## config.mk

```make
export PLATFORM = sky130hd
export DESIGN_NAME = sample_stream_flat
export DESIGN_NICKNAME = d
export VERILOG_FILES = /design/src/rtl/sample_stream_if.sv /design/src/rtl/sample_stream.sv /design/src/flat_wrapper.sv
export SDC_FILE = /design/constraint.sdc
export NUM_CORES = 1
export LEC_CHECK = 0
export CAP_MARGIN = 10
export CORE_MARGIN = 5
export CORE_UTILIZATION = 65
export DETAILED_ROUTE_END_ITERATION = 12
export DONT_BUFFER_PORTS = 1
export PLACE_DENSITY = 0.91
export RECOVER_POWER = 25
export SLEW_MARGIN = 0
export SYNTH_ARGS = -nofsm -noshare
export SYNTH_HDL_FRONTEND = slang
export SYNTH_SLANG_ARGS = --single-unit
```

## constraint.sdc

```tcl
create_clock -name i_clk -period 13.4 [get_ports i_clk]
set_input_delay 2.68 -clock i_clk [delete_from_list [all_inputs] [get_ports i_clk]]
set_output_delay 2.68 -clock i_clk [all_outputs]
set_load 0.02 [all_outputs]
```

## src/rtl/sample_stream_if.sv

```systemverilog
// ---------------------------------------------------------------------------
// sample_stream_if
//   Stream bundle between the SHAKE output buffer, the CDF error sampler and
//   the matrix-multiply operand memory.
//
//   i_r          LANES x 16-bit random words, lane k = bits [16k+15:16k]
//   i_r_valid    random beat valid
//   o_r_ready    sampler accepts the random beat this cycle
//   o_e          LANES x E_WIDTH signed samples (two's complement)
//   o_e_16       LANES x Q_WIDTH samples mod q
//   o_lane_mask  1 = lane carries a real sample
//   o_valid      sample beat valid
//   i_ready      downstream accepts the sample beat
//
//   slave  : sampler view
//   master : environment view (random source + sample sink)
// ---------------------------------------------------------------------------
interface sample_stream_if #(
  parameter int LANES   = 4,
  parameter int R_WIDTH = 16,
  parameter int E_WIDTH = 5,
  parameter int Q_WIDTH = 16
);
  logic [LANES*R_WIDTH-1:0] i_r;
  logic                     i_r_valid;
  logic                     o_r_ready;
  logic [LANES*E_WIDTH-1:0] o_e;
  logic [LANES*Q_WIDTH-1:0] o_e_16;
  logic [LANES-1:0]         o_lane_mask;
  logic                     o_valid;
  logic                     i_ready;

  modport slave (
    input  i_r, i_r_valid, i_ready,
    output o_r_ready, o_e, o_e_16, o_lane_mask, o_valid
  );

  modport master (
    output i_r, i_r_valid, i_ready,
    input  o_r_ready, o_e, o_e_16, o_lane_mask, o_valid
  );
endinterface

```

## src/rtl/sample_stream.sv

```systemverilog
// ---------------------------------------------------------------------------
// sample_stream
//   Multi-lane, two-stage pipelined CDF error sampler for the FrodoKEM
//   error-matrix path. Each 16-bit random word becomes one error sample:
//   bit 0 is the sign, bits 15:1 index the CDF table of the latched level.
//
//   i_clk          clock
//   i_rst          synchronous active-high reset
//   i_start        start request, honoured only in IDLE
//   i_sec_level    1, 3 or 5 (anything else behaves as 1), latched on start
//   i_num_samples  samples in this run, latched on start
//   strm           random input / sample output stream (slave side)
//   o_busy         run in progress (state != IDLE)
//   o_done         one-cycle pulse at the end of a run
// ---------------------------------------------------------------------------
module sample_stream #(
  parameter int LANES   = 4,
  parameter int R_WIDTH = 16,
  parameter int E_WIDTH = 5,
  parameter int Q_WIDTH = 16,
  parameter int N_WIDTH = 16
) (
  input  logic               i_clk,
  input  logic               i_rst,
  input  logic               i_start,
  input  logic [2:0]         i_sec_level,
  input  logic [N_WIDTH-1:0] i_num_samples,
  sample_stream_if.slave     strm,
  output logic               o_busy,
  output logic               o_done
);

  typedef enum logic [1:0] {IDLE, RUN, FLUSH, DONE} state_t;

  localparam logic [1:0] SEC_L1 = 2'd0;
  localparam logic [1:0] SEC_L3 = 2'd1;
  localparam logic [1:0] SEC_L5 = 2'd2;

  // Level 1 is reduced mod 2^15; this clears the top bit of a 16-bit negation.
  localparam logic [Q_WIDTH-1:0] L1_MOD_MASK = Q_WIDTH'(32'h7FFF);

  // Shorter tables are padded with 7FFF, which no 15-bit index exceeds, so
  // every level can share one 13-entry compare loop.
  localparam logic [14:0] THR_L1 [13] = '{
    15'h1223, 15'h3433, 15'h5063, 15'h64F3, 15'h722B, 15'h79A9, 15'h7D67,
    15'h7F0D, 15'h7FB1, 15'h7FE9, 15'h7FFA, 15'h7FFE, 15'h7FFF};
  localparam logic [14:0] THR_L3 [13] = '{
    15'h1606, 15'h3E2B, 15'h5C89, 15'h6F9B, 15'h798C, 15'h7DD9, 15'h7F65,
    15'h7FDB, 15'h7FF8, 15'h7FFE, 15'h7FFF, 15'h7FFF, 15'h7FFF};
  localparam logic [14:0] THR_L5 [13] = '{
    15'h23B6, 15'h5BA6, 15'h7682, 15'h7E69, 15'h7FD5, 15'h7FFD, 15'h7FFF,
    15'h7FFF, 15'h7FFF, 15'h7FFF, 15'h7FFF, 15'h7FFF, 15'h7FFF};

  // Magnitude = number of thresholds strictly below the index.
  function automatic logic [3:0] sample_mag(input logic [14:0] rs, input logic [1:0] sec);
    logic [3:0]  cnt;
    logic [14:0] thr;
    cnt = '0;
    for (int i = 0; i < 13; i++) begin
      if (sec == SEC_L5)      thr = THR_L5[i];
      else if (sec == SEC_L3) thr = THR_L3[i];
      else                    thr = THR_L1[i];
      if (rs > thr) cnt = cnt + 4'd1;
    end
    return cnt;
  endfunction

  state_t state_reg, state_next;

  // Run configuration (latched on an accepted start)
  logic [1:0]         sec_reg;
  logic [N_WIDTH-1:0] beats_total_reg;
  logic [N_WIDTH-1:0] rem_reg;
  logic [N_WIDTH-1:0] beats_in_reg;

  // Stage 1: raw random beat
  logic                     s1_valid_reg;
  logic [LANES*R_WIDTH-1:0] s1_r_reg;
  logic [LANES-1:0]         s1_mask_reg;
  logic [1:0]               s1_sec_reg;

  // Stage 2: converted samples
  logic                     s2_valid_reg;
  logic [LANES*E_WIDTH-1:0] e_reg, e_next;
  logic [LANES*Q_WIDTH-1:0] e16_reg, e16_next;
  logic [LANES-1:0]         mask_reg;

  logic               start_accept;
  logic               in_fire;
  logic               last_beat;
  logic               s1_adv;
  logic               s2_adv;
  logic [1:0]         sec_dec;
  logic [N_WIDTH-1:0] rem_calc;
  logic [N_WIDTH-1:0] beats_calc;
  logic [LANES-1:0]   in_mask;

  assign start_accept = (state_reg == IDLE) && i_start;

  always_comb begin
    case (i_sec_level)
      3'd3:    sec_dec = SEC_L3;
      3'd5:    sec_dec = SEC_L5;
      default: sec_dec = SEC_L1;
    endcase
  end

  // ceil(num/LANES) without widening: quotient plus one if a remainder exists.
  assign rem_calc   = i_num_samples % N_WIDTH'(LANES);
  assign beats_calc = (i_num_samples / N_WIDTH'(LANES)) + N_WIDTH'(rem_calc != '0);

  assign s2_adv    = !s2_valid_reg || strm.i_ready;
  assign s1_adv    = !s1_valid_reg || s2_adv;
  assign last_beat = (beats_in_reg + N_WIDTH'(1)) == beats_total_reg;

  assign strm.o_r_ready = (state_reg == RUN) && (beats_in_reg < beats_total_reg) && s1_adv;
  assign in_fire        = strm.i_r_valid && strm.o_r_ready;

  // ---------------- FSM: state register ----------------
  always_ff @(posedge i_clk) begin
    if (i_rst) state_reg <= IDLE;
    else       state_reg <= state_next;
  end

  // ---------------- FSM: next state ----------------
  always_comb begin
    state_next = state_reg;
    unique case (state_reg)
      IDLE:    if (i_start) state_next = (i_num_samples == '0) ? DONE : RUN;
      RUN:     if (in_fire && last_beat) state_next = FLUSH;
      FLUSH:   if (!s1_valid_reg && !s2_valid_reg) state_next = DONE;
      DONE:    state_next = IDLE;
      default: state_next = IDLE;
    endcase
  end

  // ---------------- FSM: outputs ----------------
  always_comb begin
    o_busy = (state_reg != IDLE);
    o_done = (state_reg == DONE);
  end

  // ---------------- Per-lane logic ----------------
  for (genvar gi = 0; gi < LANES; gi++) begin : g_lane
    logic [14:0]        rs;
    logic               sgn;
    logic [3:0]         mag;
    logic [E_WIDTH-1:0] e_pos;
    logic [Q_WIDTH-1:0] q_pos;
    logic [Q_WIDTH-1:0] q_neg;

    // Only the tail beat of a run with a remainder has masked lanes.
    assign in_mask[gi] = !(last_beat && (rem_reg != '0) && (N_WIDTH'(gi) >= rem_reg));

    assign rs    = s1_r_reg[gi*R_WIDTH+1 +: 15];
    assign sgn   = s1_r_reg[gi*R_WIDTH];
    assign mag   = sample_mag(rs, s1_sec_reg);
    assign e_pos = E_WIDTH'(mag);
    assign q_pos = Q_WIDTH'(mag);
    // mag = 0 negates to 0, so a negative zero collapses to 0 in both forms.
    assign q_neg = (s1_sec_reg == SEC_L1) ? ((Q_WIDTH'(0) - q_pos) & L1_MOD_MASK)
                                          : (Q_WIDTH'(0) - q_pos);

    assign e_next[gi*E_WIDTH +: E_WIDTH] =
      !s1_mask_reg[gi] ? '0 : (sgn ? (E_WIDTH'(0) - e_pos) : e_pos);
    assign e16_next[gi*Q_WIDTH +: Q_WIDTH] =
      !s1_mask_reg[gi] ? '0 : (sgn ? q_neg : q_pos);
  end

  // ---------------- Datapath ----------------
  always_ff @(posedge i_clk) begin
    if (i_rst) begin
      sec_reg         <= SEC_L1;
      beats_total_reg <= '0;
      rem_reg         <= '0;
      beats_in_reg    <= '0;
      s1_valid_reg    <= 1'b0;
      s1_r_reg        <= '0;
      s1_mask_reg     <= '0;
      s1_sec_reg      <= SEC_L1;
      s2_valid_reg    <= 1'b0;
      e_reg           <= '0;
      e16_reg         <= '0;
      mask_reg        <= '0;
    end else begin
      if (start_accept) begin
        sec_reg         <= sec_dec;
        beats_total_reg <= beats_calc;
        rem_reg         <= rem_calc;
        beats_in_reg    <= '0;
      end else if (in_fire) begin
        beats_in_reg <= beats_in_reg + N_WIDTH'(1);
      end

      if (s1_adv) begin
        s1_valid_reg <= in_fire;
        if (in_fire) begin
          s1_r_reg    <= strm.i_r;
          s1_mask_reg <= in_mask;
          s1_sec_reg  <= sec_reg;
        end
      end

      // Empty slots are loaded with zeros so idle outputs read as 0.
      if (s2_adv) begin
        s2_valid_reg <= s1_valid_reg;
        e_reg        <= s1_valid_reg ? e_next      : '0;
        e16_reg      <= s1_valid_reg ? e16_next    : '0;
        mask_reg     <= s1_valid_reg ? s1_mask_reg : '0;
      end
    end
  end

  assign strm.o_valid     = s2_valid_reg;
  assign strm.o_e         = e_reg;
  assign strm.o_e_16      = e16_reg;
  assign strm.o_lane_mask = mask_reg;

endmodule
```

## src/flat_wrapper.sv

```systemverilog
// flat-port wrapper written by rule: the top's interface ports become plain ports
module sample_stream_flat 
#(
  parameter int LANES   = 4,
  parameter int R_WIDTH = 16,
  parameter int E_WIDTH = 5,
  parameter int Q_WIDTH = 16,
  parameter int N_WIDTH = 16
)
  (i_clk, i_rst, i_start, i_sec_level, i_num_samples, o_busy, o_done, strm_i_r, strm_i_r_valid, strm_i_ready, strm_o_r_ready, strm_o_e, strm_o_e_16, strm_o_lane_mask, strm_o_valid);
  sample_stream_if #(.LANES(LANES), .R_WIDTH(R_WIDTH), .E_WIDTH(E_WIDTH), .Q_WIDTH(Q_WIDTH)) strm_i ();
  input  logic i_clk;
  input  logic i_rst;
  input  logic i_start;
  input  logic [2:0] i_sec_level;
  input  logic [N_WIDTH-1:0] i_num_samples;
  output logic o_busy;
  output logic o_done;
  input wire logic [$bits(strm_i.i_r)-1:0] strm_i_r;
  input wire logic [$bits(strm_i.i_r_valid)-1:0] strm_i_r_valid;
  input wire logic [$bits(strm_i.i_ready)-1:0] strm_i_ready;
  output wire logic [$bits(strm_i.o_r_ready)-1:0] strm_o_r_ready;
  output wire logic [$bits(strm_i.o_e)-1:0] strm_o_e;
  output wire logic [$bits(strm_i.o_e_16)-1:0] strm_o_e_16;
  output wire logic [$bits(strm_i.o_lane_mask)-1:0] strm_o_lane_mask;
  output wire logic [$bits(strm_i.o_valid)-1:0] strm_o_valid;
  assign strm_i.i_r = strm_i_r;
  assign strm_i.i_r_valid = strm_i_r_valid;
  assign strm_i.i_ready = strm_i_ready;
  assign strm_o_r_ready = strm_i.o_r_ready;
  assign strm_o_e = strm_i.o_e;
  assign strm_o_e_16 = strm_i.o_e_16;
  assign strm_o_lane_mask = strm_i.o_lane_mask;
  assign strm_o_valid = strm_i.o_valid;
  sample_stream #(.LANES(LANES), .R_WIDTH(R_WIDTH), .E_WIDTH(E_WIDTH), .Q_WIDTH(Q_WIDTH), .N_WIDTH(N_WIDTH)) u_core (.i_clk(i_clk), .i_rst(i_rst), .i_start(i_start), .i_sec_level(i_sec_level), .i_num_samples(i_num_samples), .strm(strm_i), .o_busy(o_busy), .o_done(o_done));
endmodule
```

Word-level counts from Yosys, hierarchy flattened
Cells that the tools add are included.
{"block": "word_totals", "reg_bits": 198, "inputBits": 88, "output_inout_bits": 92}
{"block": "op_classes", "addsub": 58, "n_lt_le_gt_ge": 57, "n_eq_ne": 11, "mux": 105, "reduce_logical": 28}
{"operator": "greater-than comparator 15 bit", "count": 48}
{"operator": "2-to-1 mux 4 bit", "count": 49}
{"operator": "2-to-1 mux 16 bit", "count": 12}
{"operator": "2-to-1 mux 15 bit", "count": 12}
{"operator": "adder 4 x 1 -> 4 bit (second input constant)", "count": 44}
{"operator": "2-to-1 mux 64 bit", "count": 1}
{"operator": "greater-than comparator 15 bit (second input constant)", "count": 4}
{"operator": "2-to-1 mux 12 bit", "count": 4}
{"operator": "2-to-1 mux 5 bit", "count": 9}
{"operator": "subtractor 1 x 4 -> 5 bit (first input constant)", "count": 8}
{"operator": "nonzero test 16 bit", "count": 2}
{"operator": "2-to-1 mux 11 bit", "count": 2}
{"operator": "2-to-1 mux 20 bit", "count": 1}
{"operator": "adder 16 x 1 -> 16 bit (second input constant)", "count": 1}
{"operator": "== test 16 bit", "count": 1}
{"operator": "logical NOT 16 bit", "count": 1}
{"operator": "less-than comparator 16 bit", "count": 1}
{"operator": "adder 14 x 1 -> 15 bit", "count": 1}
{"operator": "logical AND 1 bit", "count": 11}
{"operator": "2-to-1 mux 10 bit", "count": 1}
{"operator": "adder 1 x 1 -> 2 bit (second input constant)", "count": 4}
{"operator": "2-to-1 mux 2 bit", "count": 4}
{"operator": "2-to-1 mux 8 bit", "count": 1}
{"operator": "one-hot mux 2 bit (4 select lines)", "count": 1}
{"operator": "19 further kinds", "count": 36}

Logic depth before layout (Yosys ltp)
{"block": "depth", "word_depth": 34, "ltp_mapped": 53, "depth_no_buf": 52}

Worst setup path after synthesis
Ideal clock, no wire load.
{"block": "synth_path", "path_kind": "register to register", "startpoint": "register u_core.s1_sec_reg[0]", "endpoint": "register u_core.e16_reg[51] (netlist: u_core.strm.o_e_16[51])", "arrival_ns": 9.933, "setup_slack_ns": 3.351, "stages_incl_launch_ff": 51, "period_less_slack_ns": 10.049, "cell_sequence": "dfxtp_1 > inv_1 > ha_1 > inv_1 > ha_1 > nand2_1 > o21ai_0 > a21o_1 > a21o_1 > a21o_1 > a21o_1 > a21o_1 > a21oi_1 > nor2_1 > o21ai_0 > a21oi_1 > o21ai_0 > nand2b_1 > (+15 left out) > a311o_1 > nand2_1 > xnor2_1 > mux2_2 > ha_1 > a22oi_1 > xnor2_1 > nor2_1 > a21oi_1 > ha_1 > nand2_1 > xnor2_1 > xnor2_1 > xnor2_1 > o211ai_1 > xnor3_1 > xor2_1 > a22o_1"}
{"block": "synth_between", "elab_chain_cells": 34}
{"item": "start, declared", "line_no": "sample_stream.sv:80", "rtl": "logic [1:0] s1_sec_reg;"}
{"item": "start signal, assigned", "line_no": "sample_stream.sv:200", "rtl": "s1_sec_reg <= sec_reg;"}
{"item": "== test 2 x 1 -> 1 bit", "line_no": "sample_stream.sv:61", "rtl": "else if (sec == SEC_L3) thr = THR_L3[i];"}
{"item": "2-to-1 mux 11 bit", "line_no": "sample_stream.sv:61"}
{"item": "2-to-1 mux 15 bit", "line_no": "sample_stream.sv:60", "rtl": "if (sec == SEC_L5) thr = THR_L5[i];"}
{"item": "greater-than comparator 15 bit", "line_no": "sample_stream.sv:63", "rtl": "if (rs > thr) cnt = cnt + 4'd1;"}
{"item": "2-to-1 mux 1 bit", "line_no": "sample_stream.sv:63"}
{"item": "adder 1 x 1 -> 2 bit", "line_no": "sample_stream.sv:63"}
{"item": "2-to-1 mux 4 bit", "line_no": "sample_stream.sv:63"}
{"item": "adder 4 x 1 -> 4 bit", "line_no": "sample_stream.sv:63"}
{"item": "(+17 left out)"}
{"item": "adder 4 x 1 -> 4 bit", "line_no": "sample_stream.sv:63"}
{"item": "2-to-1 mux 4 bit (*)", "line_no": "sample_stream.sv:63"}
{"item": "adder 4 x 1 -> 4 bit", "line_no": "sample_stream.sv:63"}
{"item": "2-to-1 mux 4 bit (*)", "line_no": "sample_stream.sv:63"}
{"item": "subtractor 1 x 4 -> 5 bit", "line_no": "sample_stream.sv:161, sample_stream.sv:162"}
{"item": "2-to-1 mux 16 bit", "line_no": "sample_stream.sv:161", "rtl": "assign q_neg = (s1_sec_reg == SEC_L1) ? ((Q_WIDTH'(0) - q_pos) & L1_MOD_MASK)"}
{"item": "2-to-1 mux 16 bit (*) (2 in series)", "line_no": "sample_stream.sv:167", "rtl": "!s1_mask_reg[gi] ? '0 : (sgn ? q_neg : q_pos);"}
{"item": "2-to-1 mux 64 bit (*)", "line_no": "sample_stream.sv:208", "rtl": "e16_reg <= s1_valid_reg ? e16_next : '0;"}
{"item": "end signal, assigned", "line_no": "sample_stream.sv:208"}
{"item": "end, declared", "line_no": "sample_stream.sv:85", "rtl": "logic [LANES*Q_WIDTH-1:0] e16_reg, e16_next;"}
Mark *: on every way between the ends. The rest lies on a longest branch, timed or not.
A chain may end at the register's enable or synchronous reset.

Worst setup path after layout
{"block": "layout_path", "startpoint": "register u_core.s1_sec_reg[1]", "endpoint": "register u_core.e16_reg[50] (netlist: u_core.strm.o_e_16[50])"}
Same word-level chain as after synthesis.

==> impl_metrics.csv <==
group,metric,value,unit
global_route,antenna_found_initial,0,
setup_path,worstPathRequired,13730,ps
route,wl_met1,20930,um
logic_synthesis,yosys.area_share.simple,24.28,%
hold_path,whs_path_depth,2,
timing,slew_headroom,6.018,%
power_and_ir_drop,p_per_area,116.6,nW/um2
clock_tree,post_cts.repair.setup_buffers,0,
power_and_ir_drop,irDropWorstVdd,0.0001021,V
cells_and_area,largest_reg_flops,64,
run,cap_violations,0,
hold_path,hp-start,"u_core.strm.o_e_16[46]$_SDFFE_PP0P_",
route,first_iter_violations,1784,
global_route,grt_max_degree,97,
cells_and_area,antennaDiodeCount,0,
setup_path,worstSetupPathType,"reg -> reg",
outcome,status,"complete, no violations",
floorplanning,start_util,65.51,%
setup_path,cp-end-kind,"flop",
clock_tree,cts_sinks,137,
floorplanning,die_h,171.4,um
logic_synthesis,synth_mux_area_share,1.131,%
timing,worst_pin_slew,1410,ps
place,hpwlAfterDp,36790,um
timing,slew_violations,0,
power_and_ir_drop,totalPowerFinal,2.032,mW
cells_and_area,n_fill_cell,2159,
logic_synthesis,synth.yosys.seq_area_share,16.20,%
timing,period_minus_slack,11100,ps
route,wl_met3,4343,um
logic_synthesis,synth_top_area_share,19.66,%
setup_path,cpMostUsedCell,"ha_1",
logic_synthesis,synth-edff-count,0,
clock_tree,numCtsBuffers,17,
timing,fmax,90.09,MHz
logic_synthesis,yosysUniqueCellTypes,92,
cells_and_area,drive_above_1_share,4.684,%
clock_tree,holdBufCountCts,0,
clock_tree,post_cts_resized,0,
logic_synthesis,ys_warn_count,0,
cells_and_area,finalNetCount,2476,
logic_synthesis,netlist_instances,2202,
logic_synthesis,yosys-top-cells-area,"ha_1, dfxtp_1, nand2_1",
clock_tree,cts-root-buf,"clkbuf_16",
floorplanning,core_area,25840,um2
setup_path,cpPeakStageDelay,850,ps
route,avgViaCountPerCell,6.691,
floorplanning,die_w,171.4,um
clock_tree,htreeDepth,4,
logic_synthesis,syn_area,16920,um2
setup_path,rr_worst_depth,48,
logic_synthesis,synth_xor_area_share,11.44,%
place,port_buffers,0,
clock_tree,cts.path.max_buffers,2,
setup_path,cp_slowest_cell,"clkinv_1",
route,top_layer,"met4",
global_route,grt-ovfl-total,0,
route,drt_pass1_iterations,6,
power_and_ir_drop,p_leak,7.228,nW
setup_path,arrival,11430,ps
timing,finClkSkew,11.08,ps
route,wl_per_cell,20.19,um
route,drt_wl_total,49860,um
timing,rsz0062_at_grt,"false",
global_route,grtUsageTotal,33.03,%
logic_synthesis,ys_async_sr_fraction,0,%
logic_synthesis,synthAdderAreaFrac,19.78,%
logic_synthesis,synth_top_family_by_area,"simple AND/OR/NAND/NOR gates",
clock_tree,clk_latency,440,ps
clock_tree,clkTransAtPathRegs,70,ps
timing,hold_viol_final,0,
floorplanning,io_pins,180,
logic_synthesis,synth_ff_type,"dfxtp_1",
setup_path,crit_fanout,28,
route,wl_met2,22410,um
hold_path,whs_endpoint,"u_core.strm.o_e_16[46]$_SDFFE_PP0P_",
timing,setup_viol,0,
logic_synthesis,synth_compound_area_share,20.69,%
route,via_count,16530,
setup_path,reg2reg_to,"u_core.strm.o_e_16[50]$_SDFFE_PP0P_",
cells_and_area,area_growth,2.972,%
route,remaining_drc_errors,0,
logic_synthesis,syn_avg_cell_area,7.686,um2
logic_synthesis,ys_ff_latch,137,
setup_path,reg2reg_slack,2300,ps
setup_path,startpoint_type,"flop",
logic_synthesis,yosysTopAreaCell,"ha_1",
global_route,grt_pass1_vias,15790,
global_route,grt_pass1_wl,80100,um
floorplanning,die_area,29370,um2
timing,period_share,82.84,%
timing,finalSetupTns,0,ps
place,gp_congestion,1.026,
setup_path,reg2reg_from,"u_core.s1_sec_reg[1]$_SDFFE_PP0P_",
clock_tree,cts_tree,"done",
floorplanning,rows,59,
logic_synthesis,syn-num-nets,2556,
route,ant_nets,0,
hold_path,min_path_type,"reg -> reg",
-- placed cells by master (no fill, tap or decap), types with 19 or more instances in the layout --
master / synthesis / final
o21ai_0: 68 / 68
a211oi_1: 20 / 20
nor2_1: 165 / 165
nand3_1: 76 / 76
dfxtp_1: 137 / 133
nand4_1: 44 / 44
ha_1: 266 / 266
xnor2_1: 112 / 112
nand2b_1: 23 / 23
a21oi_1: 175 / 175
xor2_1: 56 / 56
nand2_1: 279 / 279
nor2b_1: 34 / 34
and3_1: 24 / 24
nor3_1: 35 / 35
a21o_1: 33 / 33
inv_1: 112 / 111
nor4_1: 19 / 19
o22ai_1: 21 / 21
nand4b_1: 20 / 20
o21a_1: 26 / 25
-- synthesized netlist by cell type, types with 10 or more instances --
| library cell | n |
|---|---|
| ha_1 | 266 |
| nand4_1 | 44 |
| o21bai_1 | 17 |
| o21a_1 | 26 |
| and3_1 | 24 |
| nand4b_1 | 20 |
| nand3_1 | 76 |
| clkbuf_1 | 44 |
| a21oi_1 | 175 |
| xor2_1 | 56 |
| nand2_1 | 279 |
| buf_4 | 60 |
| or3_1 | 16 |
| nand3b_1 | 11 |
| a21o_1 | 33 |
| a22oi_1 | 10 |
| nor4_1 | 19 |
| dfxtp_1 | 137 |
| o31ai_1 | 14 |
| o21ai_0 | 68 |
| or2_2 | 11 |
| a211oi_1 | 20 |
| and2_1 | 18 |
| xnor2_1 | 112 |
| nor3_1 | 35 |
| o211ai_1 | 14 |
| a31oi_1 | 18 |
| nor2b_1 | 34 |
| o22ai_1 | 21 |
| nor2_1 | 165 |
| or4_1 | 13 |
| inv_1 | 112 |
| nand2b_1 | 23 |
-- kinds of logic after synthesis --
kind of cell / Yosys count
muxes: 18
buffers and inverters: 229
and+or+nand+nor: 828
DFF: 137
xor gates and xnor gates: 189
AOI/OAI and AO/OA: 533
adders and majority gates: 268
-- per-stage QoR --
| stage | instances | area (um2) | utilization (%) | worst slack [ps] | hold WS (ps) |
|---|---|---|---|---|---|
| after floorplan | 2202 | 16930 | - | 3351 | 415.4 |
| after global placement | 2438 | 16810 | 65.07 | 3157 | 448.8 |
| after detailed placement | 2438 | 16810 | 65.07 | 2633 | 455.0 |
| after CTS | 2470 | 17430 | 67.48 | 2475 | 471.8 |
| after global routing | 2470 | 17430 | 67.45 | 1713 | 490.3 |
| final | 2470 | 17430 | 67.45 | 2300 | 467.2 |
-- power breakdown --
group	internal, mW	switching, mW	leakage, nW
Combinational	0.379	0.558	5.81
Sequential	0.457	0.116	1.11
Clock	0.303	0.219	0.304
-- layout make-up --
cell class / count / area [um2] / area share [%]
multi-input cells: 1836 / 13110 / 75.20
flip-flops and latches: 137 / 2748 / 15.77
clock buffers: 18 / 439.2 / 2.520
inverters: 117 / 439.2 / 2.520
well taps: 335 / 419.2 / 2.405
clock inverters: 14 / 183.9 / 1.055
repair buffers: 13 / 93.84 / 0.5384
-- critical path, delay by kind of cell, from the launching register on --
kind                     cells  cell delay (ps)
adder cells (fa/ha/maj)     10             3700
AO/OA/AOI/OAI               16             2640
buffers and inverters        7             1780
AND/OR/NAND/NOR              9             1230
XOR/XNOR                     4              740
multiplexers                 2              520
flip-flops                   1              360
-- worst max path at each step --
stage | start | end | slack, ps | depth (start not counted)
CTS | u_core.s1_sec_reg[0]$_SDFFE_PP0P_ | u_core.strm.o_e_16[50]$_SDFFE_PP0P_ | 2480 | 48
floorplan | u_core.s1_sec_reg[0]$_SDFFE_PP0P_ | u_core.strm.o_e_16[51]$_SDFFE_PP0P_ | 3350 | 50
global placement | u_core.s1_sec_reg[0]$_SDFFE_PP0P_ | u_core.strm.o_e_16[51]$_SDFFE_PP0P_ | 3160 | 48
detailed placement | u_core.s1_sec_reg[0]$_SDFFE_PP0P_ | u_core.strm.o_e_16[50]$_SDFFE_PP0P_ | 2630 | 48
finish | u_core.s1_sec_reg[1]$_SDFFE_PP0P_ | u_core.strm.o_e_16[50]$_SDFFE_PP0P_ | 2300 | 48
global route | u_core.s1_sec_reg[1]$_SDFFE_PP0P_ | u_core.strm.o_e_16[50]$_SDFFE_PP0P_ | 1710 | 48
-- layer usage --
layer	vias to the layer above	track usage [%]
met5	-	0
met4	0	14.78
met2	841	53.50
met3	179	6.045
met1	7718	42.97
li1	7789	-
Note: power is estimated with default switching activity, not from simulation.
